[src/rtl/fetch_controller_pkg.sv]
// fetch_controller_pkg: items shared by the fetch controller and its
// next-PC datapath.
//   fetch_state_e  - controller states
//   DEF_RESET_ADDR - default first fetch address after reset
//   DEF_PC_STEP    - default sequential increment in bytes
//   align_word     - clears bits [1:0] of a redirect target
package fetch_controller_pkg;

  typedef enum logic [1:0] {
    IDLE   = 2'd0,
    REQ    = 2'd1,
    HOLD   = 2'd2,
    HALTED = 2'd3
  } fetch_state_e;

  localparam logic [31:0] DEF_RESET_ADDR = 32'h0000_0000;
  localparam int unsigned DEF_PC_STEP    = 4;

  function automatic logic [31:0] align_word(input logic [31:0] a);
    return {a[31:2], 2'b00};
  endfunction

endpackage

[src/rtl/fetch_controller_next_pc_select.sv]
// next_pc_select: combinational next-PC choice for the fetch controller.
//   PCAddress           - current fetch address
//   Jump/JumpTarget     - highest-priority redirect
//   BranchTaken/BranchTarget - second-priority redirect
//   PendValid/PendTarget - redirect captured while a request was outstanding
//   RedirValid/RedirTarget - live redirect (Jump over Branch), word aligned
//   NextPC              - address to fetch after the current one completes
module next_pc_select
  import fetch_controller_pkg::*;
#(
  parameter int unsigned PC_STEP = DEF_PC_STEP
) (
  input  logic [31:0] PCAddress,
  input  logic        Jump,
  input  logic [31:0] JumpTarget,
  input  logic        BranchTaken,
  input  logic [31:0] BranchTarget,
  input  logic        PendValid,
  input  logic [31:0] PendTarget,
  output logic        RedirValid,
  output logic [31:0] RedirTarget,
  output logic [31:0] NextPC
);

  always_comb begin
    RedirValid  = Jump | BranchTaken;
    RedirTarget = Jump ? align_word(JumpTarget) : align_word(BranchTarget);
    // Pending target was already aligned when captured.
    // The sequential add wraps naturally at 32 bits.
    if (RedirValid)     NextPC = RedirTarget;
    else if (PendValid) NextPC = PendTarget;
    else                NextPC = PCAddress + 32'(PC_STEP);
  end

endmodule

[src/rtl/fetch_controller.sv]
// fetch_controller: instruction fetch sequencer.
//   Clk, Reset (async, active-high)
//   Stall, Halt                  - pipeline hold / permanent stop requests
//   Jump/JumpTarget, BranchTaken/BranchTarget - redirect requests
//   MemAck                       - memory accepted the current request
//   PCAddress, FetchReq          - registered request to instruction memory
//   InstrValid, FetchedPC        - registered completion pulse and its address
//   Halted                       - high while stopped
module fetch_controller
  import fetch_controller_pkg::*;
#(
  parameter logic [31:0] RESET_ADDR = DEF_RESET_ADDR,
  parameter int unsigned PC_STEP    = DEF_PC_STEP
) (
  input  logic        Clk,
  input  logic        Reset,
  input  logic        Stall,
  input  logic        Jump,
  input  logic [31:0] JumpTarget,
  input  logic        BranchTaken,
  input  logic [31:0] BranchTarget,
  input  logic        Halt,
  input  logic        MemAck,
  output logic [31:0] PCAddress,
  output logic        FetchReq,
  output logic        InstrValid,
  output logic [31:0] FetchedPC,
  output logic        Halted
);

  fetch_state_e state, state_nxt;
  logic         pend_vld, pend_vld_nxt;
  logic [31:0]  pend_addr, pend_addr_nxt;
  logic [31:0]  pc_nxt, fpc_nxt;
  logic         iv_nxt;
  logic         redir_vld;
  logic [31:0]  redir_addr, seq_pc;

  next_pc_select #(.PC_STEP(PC_STEP)) u_npc (
    .PCAddress   (PCAddress),
    .Jump        (Jump),
    .JumpTarget  (JumpTarget),
    .BranchTaken (BranchTaken),
    .BranchTarget(BranchTarget),
    .PendValid   (pend_vld),
    .PendTarget  (pend_addr),
    .RedirValid  (redir_vld),
    .RedirTarget (redir_addr),
    .NextPC      (seq_pc)
  );

  always_comb begin
    state_nxt     = state;
    pc_nxt        = PCAddress;
    fpc_nxt       = FetchedPC;
    iv_nxt        = 1'b0;
    pend_vld_nxt  = pend_vld;
    pend_addr_nxt = pend_addr;
    case (state)
      IDLE: state_nxt = Halt ? HALTED : (Stall ? HOLD : REQ);
      REQ: begin
        if (FetchReq && MemAck) begin
          fpc_nxt      = PCAddress;
          iv_nxt       = 1'b1;
          pc_nxt       = seq_pc;
          pend_vld_nxt = 1'b0;
          state_nxt    = Halt ? HALTED : (Stall ? HOLD : REQ);
        end else if (redir_vld) begin
          // Address must stay put while the request is outstanding;
          // remember the redirect (latest wins) for the completing ack.
          pend_vld_nxt  = 1'b1;
          pend_addr_nxt = redir_addr;
        end
      end
      HOLD: begin
        if (redir_vld) pc_nxt = redir_addr;
        if (Halt)        state_nxt = HALTED;
        else if (!Stall) state_nxt = REQ;
      end
      HALTED: ;
      default: state_nxt = IDLE;
    endcase
  end

  always_ff @(posedge Clk or posedge Reset) begin
    if (Reset) begin
      state      <= IDLE;
      PCAddress  <= RESET_ADDR;
      FetchReq   <= 1'b0;
      InstrValid <= 1'b0;
      FetchedPC  <= 32'h0;
      Halted     <= 1'b0;
      pend_vld   <= 1'b0;
      pend_addr  <= 32'h0;
    end else begin
      state      <= state_nxt;
      PCAddress  <= pc_nxt;
      FetchReq   <= (state_nxt == REQ);
      InstrValid <= iv_nxt;
      FetchedPC  <= fpc_nxt;
      Halted     <= (state_nxt == HALTED);
      pend_vld   <= pend_vld_nxt;
      pend_addr  <= pend_addr_nxt;
    end
  end

endmodule

[config.mk]
export PLATFORM = sky130hd
export DESIGN_NAME = fetch_controller
export DESIGN_NICKNAME = d
export VERILOG_FILES = /design/src/rtl/fetch_controller_pkg.sv /design/src/rtl/fetch_controller_next_pc_select.sv /design/src/rtl/fetch_controller.sv
export SDC_FILE = /design/constraint.sdc
export NUM_CORES = 1
export LEC_CHECK = 0
export ABC_AREA = 1
export ABC_CLOCK_PERIOD_IN_PS = 3100
export CAP_MARGIN = 20
export CELL_PAD_IN_SITES_DETAIL_PLACEMENT = 0
export CELL_PAD_IN_SITES_GLOBAL_PLACEMENT = 1
export CORE_MARGIN = 2
export CORE_UTILIZATION = 32
export CTS_CLUSTER_DIAMETER = 120
export DETAILED_ROUTE_END_ITERATION = 16
export PLACE_DENSITY_LB_ADDON = 0.3
export SYNTH_ARGS = -nofsm -noshare
export SYNTH_HDL_FRONTEND = slang
export SYNTH_SLANG_ARGS = --single-unit
[constraint.sdc]
create_clock -name Clk -period 3.1 [get_ports Clk]
set_input_delay 0.62 -clock Clk [delete_from_list [all_inputs] [get_ports Clk]]
set_output_delay 0.62 -clock Clk [all_outputs]
set_load 0.01 [all_outputs]
==> run_results.csv <==
group,metric,value,unit
status,status,"completed",
global_route,antenna_found_initial,0,
floorplan,core_area,17100,um^2
sta,final_max_slew_viol_count,0,
yosys,syn_area,5560,um^2
floorplan,die_x,136,um
cts,clk_latency,0.35,ns
cts,clockBufferDepth,2,
sta,timing.final.crit_share,67.4,%
cts,ctsResizeCount,0,
cells_and_area,layout.nets,976,
yosys,ys_ff_latch,96,
sta,finalSetupTns,0,ns
cells_and_area,final_cells,1130,
floorplan,start_util,32.5,%
yosys,seq_area_frac_synth,43.2,%
cells_and_area,drive_gt1_share,6.41,%
worst_setup_path,cp_num_buf_inv,1,
sta,fmaxAchievable,479,MHz
worst_setup_path,critPathTopFamily,"buffers and inverters",
worst_setup_path,critPathSlowestCell,"clkdlybuf4s50_1",
cts,numCtsBuffers,9,
yosys,post-synth-top-area-cell,"dfrtp_1",
cts,post_cts_buffers,0,
cts,clock-sinks,96,
sta,relSlewSlack,57.4,%
sta,finClkSkew,0.0119,ns
yosys,syn_inst,785,
pwr,pwr-share-seq,35.4,%
routing,drt_pass1_iterations,6,
worst_setup_path,path_max_fanout,6,
cells_and_area,finalInstanceArea,7320,um^2
routing,drc,0,
cts,cts_hold_buf,0,
cells_and_area,utilization,42.8,%
place,dp_worst_setup_slack,0.691,ns
pwr,power_density,933,nW/um^2
run,drv_cap,0,
floorplan,row_count,48,
pwr,switching_share,42.5,%
cts,htreeDepth,3,
sta,final-hold-violation-count,0,
global_route,grt-ovfl-total,0,
global_route,grt_pass1_wl,25.5,mm
pwr,intPower,3.93,mW
sta,worst_slew_pin_slew,0.637,ns
global_route,grt_max_degree,56,
cells_and_area,synthToLayoutAreaGrowth,31.7,%
routing,ant_nets,0,
place,port_buffers,129,
yosys,yosysWarnings,0,
worst_setup_path,cp.required,2.48,ns
pwr,ir_worst_vdd,516,uV
routing,drt-vias-per-instance,4.53,
sta,setup_viol_count_final,0,
place,place_congestion,0.866,
yosys,yosysUniqueCellTypes,29,
sta,rsz0062_at_grt,"false",
worst_setup_path,worstPathCellList,"clkdlybuf4s50_1",
worst_setup_path,start_kind,"flip-flop",
worst_setup_path,endpoint_kind,"primary output",
pwr,clockPowerShare,15.6,%
cts,clk_pin_slew,0.07,ns
sta,layout_min_cycle_time,2.09,ns
global_route,gr-usage-all-layers,18.0,%
floorplan,die_h,136,um
routing,first_iter_violations,338,
floorplan,boundaryPins,138,
pwr,p_sw,2.90,mW
pwr,combPwrFrac,49.0,%
yosys,synth_area_leaders,"dfrtp_1 (43%), nand2_1 (23%), o21ai_0 (5.7%), inv_1 (4.6%), a21oi_1 (3.8%)",
routing,wirelength,16.0,mm
routing,post_drt_wl_per_cell,14.2,um
worst_setup_path,critPathArrivalTime,1.47,ns
cells_and_area,antenna_cells,0,
worst_setup_path,crit_type,"flip-flop to primary output",
yosys,avgSynthCellArea,7.08,um^2
cts,clockRootBuffer,"clkbuf_16",
cts,cts_tree,"done",
place,post-dp-hpwl,11.9,mm
place,placed_cell_area,7050,um^2
worst_hold_path,hp-class,"flip-flop to flip-flop",
cells_and_area,nFillCells,1836,
yosys,yosysTopAreaCellShare,43.2,%
floorplan,die_area,18400,um^2
place,placed_cells,1114,
routing,vias,5121,
pwr,leakage,3.41,nW
worst_setup_path,critPathMaxStageDelay,0.60,ns
global_route,grt_pass1_vias,4691,
sta,fin_ws,1.01,ns
cells in the mapped netlist:
library cell	number
a21oi_1	42
a21oi_2	10
a22oi_1	4
a31oi_1	5
and2_1	2
buf_1	2
buf_2	13
buf_4	4
buf_6	7
clkbuf_1	11
clkbuf_2	2
clkinv_1	1
conb_1	1
dfrtp_1	96
ha_1	5
inv_1	68
inv_2	5
mux2i_1	2
nand2_1	334
nand2_2	3
nand3_1	31
nor2_1	35
nor2_2	5
nor2_4	8
o211ai_1	3
o21a_1	7
o21ai_0	63
o21ai_1	6
xor2_1	10
sequential cells by signal, summed over array words and instances (netlist names):
| signal | cells |
|---|---|
| InstrValid | 1 |
| pend_vld | 1 |
| PCAddress | 30 |
| FetchReq | 1 |
| pend_addr | 30 |
| state | 2 |
| FetchedPC | 30 |
| Halted | 1 |
power groups by stage:
stage,logic (mW),clock network [mW],registers (mW)
after floorplan,1.89,0,2.47
after global placement,3.34,0,2.43
after detailed placement,3.37,0,2.44
after CTS,3.38,1.09,2.42
after global routing,3.76,1.15,2.51
final,3.35,1.07,2.42
path summary, 6_finish.rpt:
| kind | to | depth (start not counted) | slack, ns | from |
|---|---|---|---|---|
| max in group asynchronous | PCAddress[17] | 3 | 1.77 | Reset |
| worst min-delay path | FetchedPC[25] | 2 | 0.48 | FetchedPC[25] |
| min in group asynchronous | pend_addr[10] | 2 | 0.70 | Reset |
| worst min register to register | FetchedPC[25] | 2 | 0.48 | FetchedPC[25] |
| worst max-delay path | PCAddress[15] | 1 | 1.01 | PCAddress[15] |
| worst max register to register | PCAddress[16] | 10 | 1.19 | state[1] |
area by class of cell:
class / count / area [um^2] / share of cell area (%)
Clock buffer: 11 / 243 / 3.32
Clock inverter: 5 / 31.3 / 0.427
Inverter: 74 / 282 / 3.85
Multi-Input combinational cell: 579 / 2660 / 36.3
Sequential cell: 96 / 2400 / 32.8
Tap cell: 225 / 282 / 3.85
Timing Repair Buffer: 140 / 1420 / 19.4
per-stage QoR:
step / total power [mW] / hold slack, ns
5_1_grt: 7.42 / 0.499
3_5_place_dp: 5.81 / 0.468
6_report: 6.83 / 0.482
2_1_floorplan: 4.35 / 0.442
4_1_cts: 6.89 / 0.485
3_3_place_gp: 5.78 / 0.464
routing by layer:
| layer | wire, um | track usage (%) | part of all wire, % |
|---|---|---|---|
| met5 | 0 | 0 | 0 |
| met1 | 8180 | 26.7 | 51 |
| met3 | 643 | 2.32 | 4.0 |
| met4 | 233 | 5.21 | 1.5 |
| met2 | 6970 | 27.2 | 44 |
kinds of logic (layout without fill, tap and decap cells):
| group | count (synthesis) | count (layout) | share of synthesized area [%] |
|---|---|---|---|
| flip-flops | 96 | 96 | 43.2 |
| multiplexers | 2 | 2 | 0.360 |
| AO/OA/AOI/OAI | 140 | 140 | 14.0 |
| adder cells (fa/ha/maj) | 5 | 5 | 1.13 |
| XOR/XNOR | 10 | 10 | 1.58 |
| AND/OR/NAND/NOR | 418 | 418 | 30.5 |
| other | 1 | 4 | 0.0675 |
| buffers and inverters | 113 | 230 | 9.18 |
cell usage in the layout (no fill, tap or decap), types with 4 or more instances in the layout:
| cell | count |
|---|---|
| nor2_2 | 5 |
| o21ai_0 | 63 |
| buf_12 | 4 |
| conb_1 | 4 |
| buf_4 | 7 |
| nand3_1 | 31 |
| clkbuf_16 | 9 |
| a31oi_1 | 5 |
| inv_2 | 5 |
| clkdlybuf4s50_1 | 129 |
| xor2_1 | 10 |
| a22oi_1 | 4 |
| ha_1 | 5 |
| o21ai_1 | 6 |
| dfrtp_1 | 96 |
| a21oi_1 | 42 |
| nand2_1 | 334 |
| a21oi_2 | 10 |
| inv_1 | 67 |
| o21a_1 | 7 |
| nor2_4 | 8 |
| nor2_1 | 35 |
(Power assumes the default switching activity.)
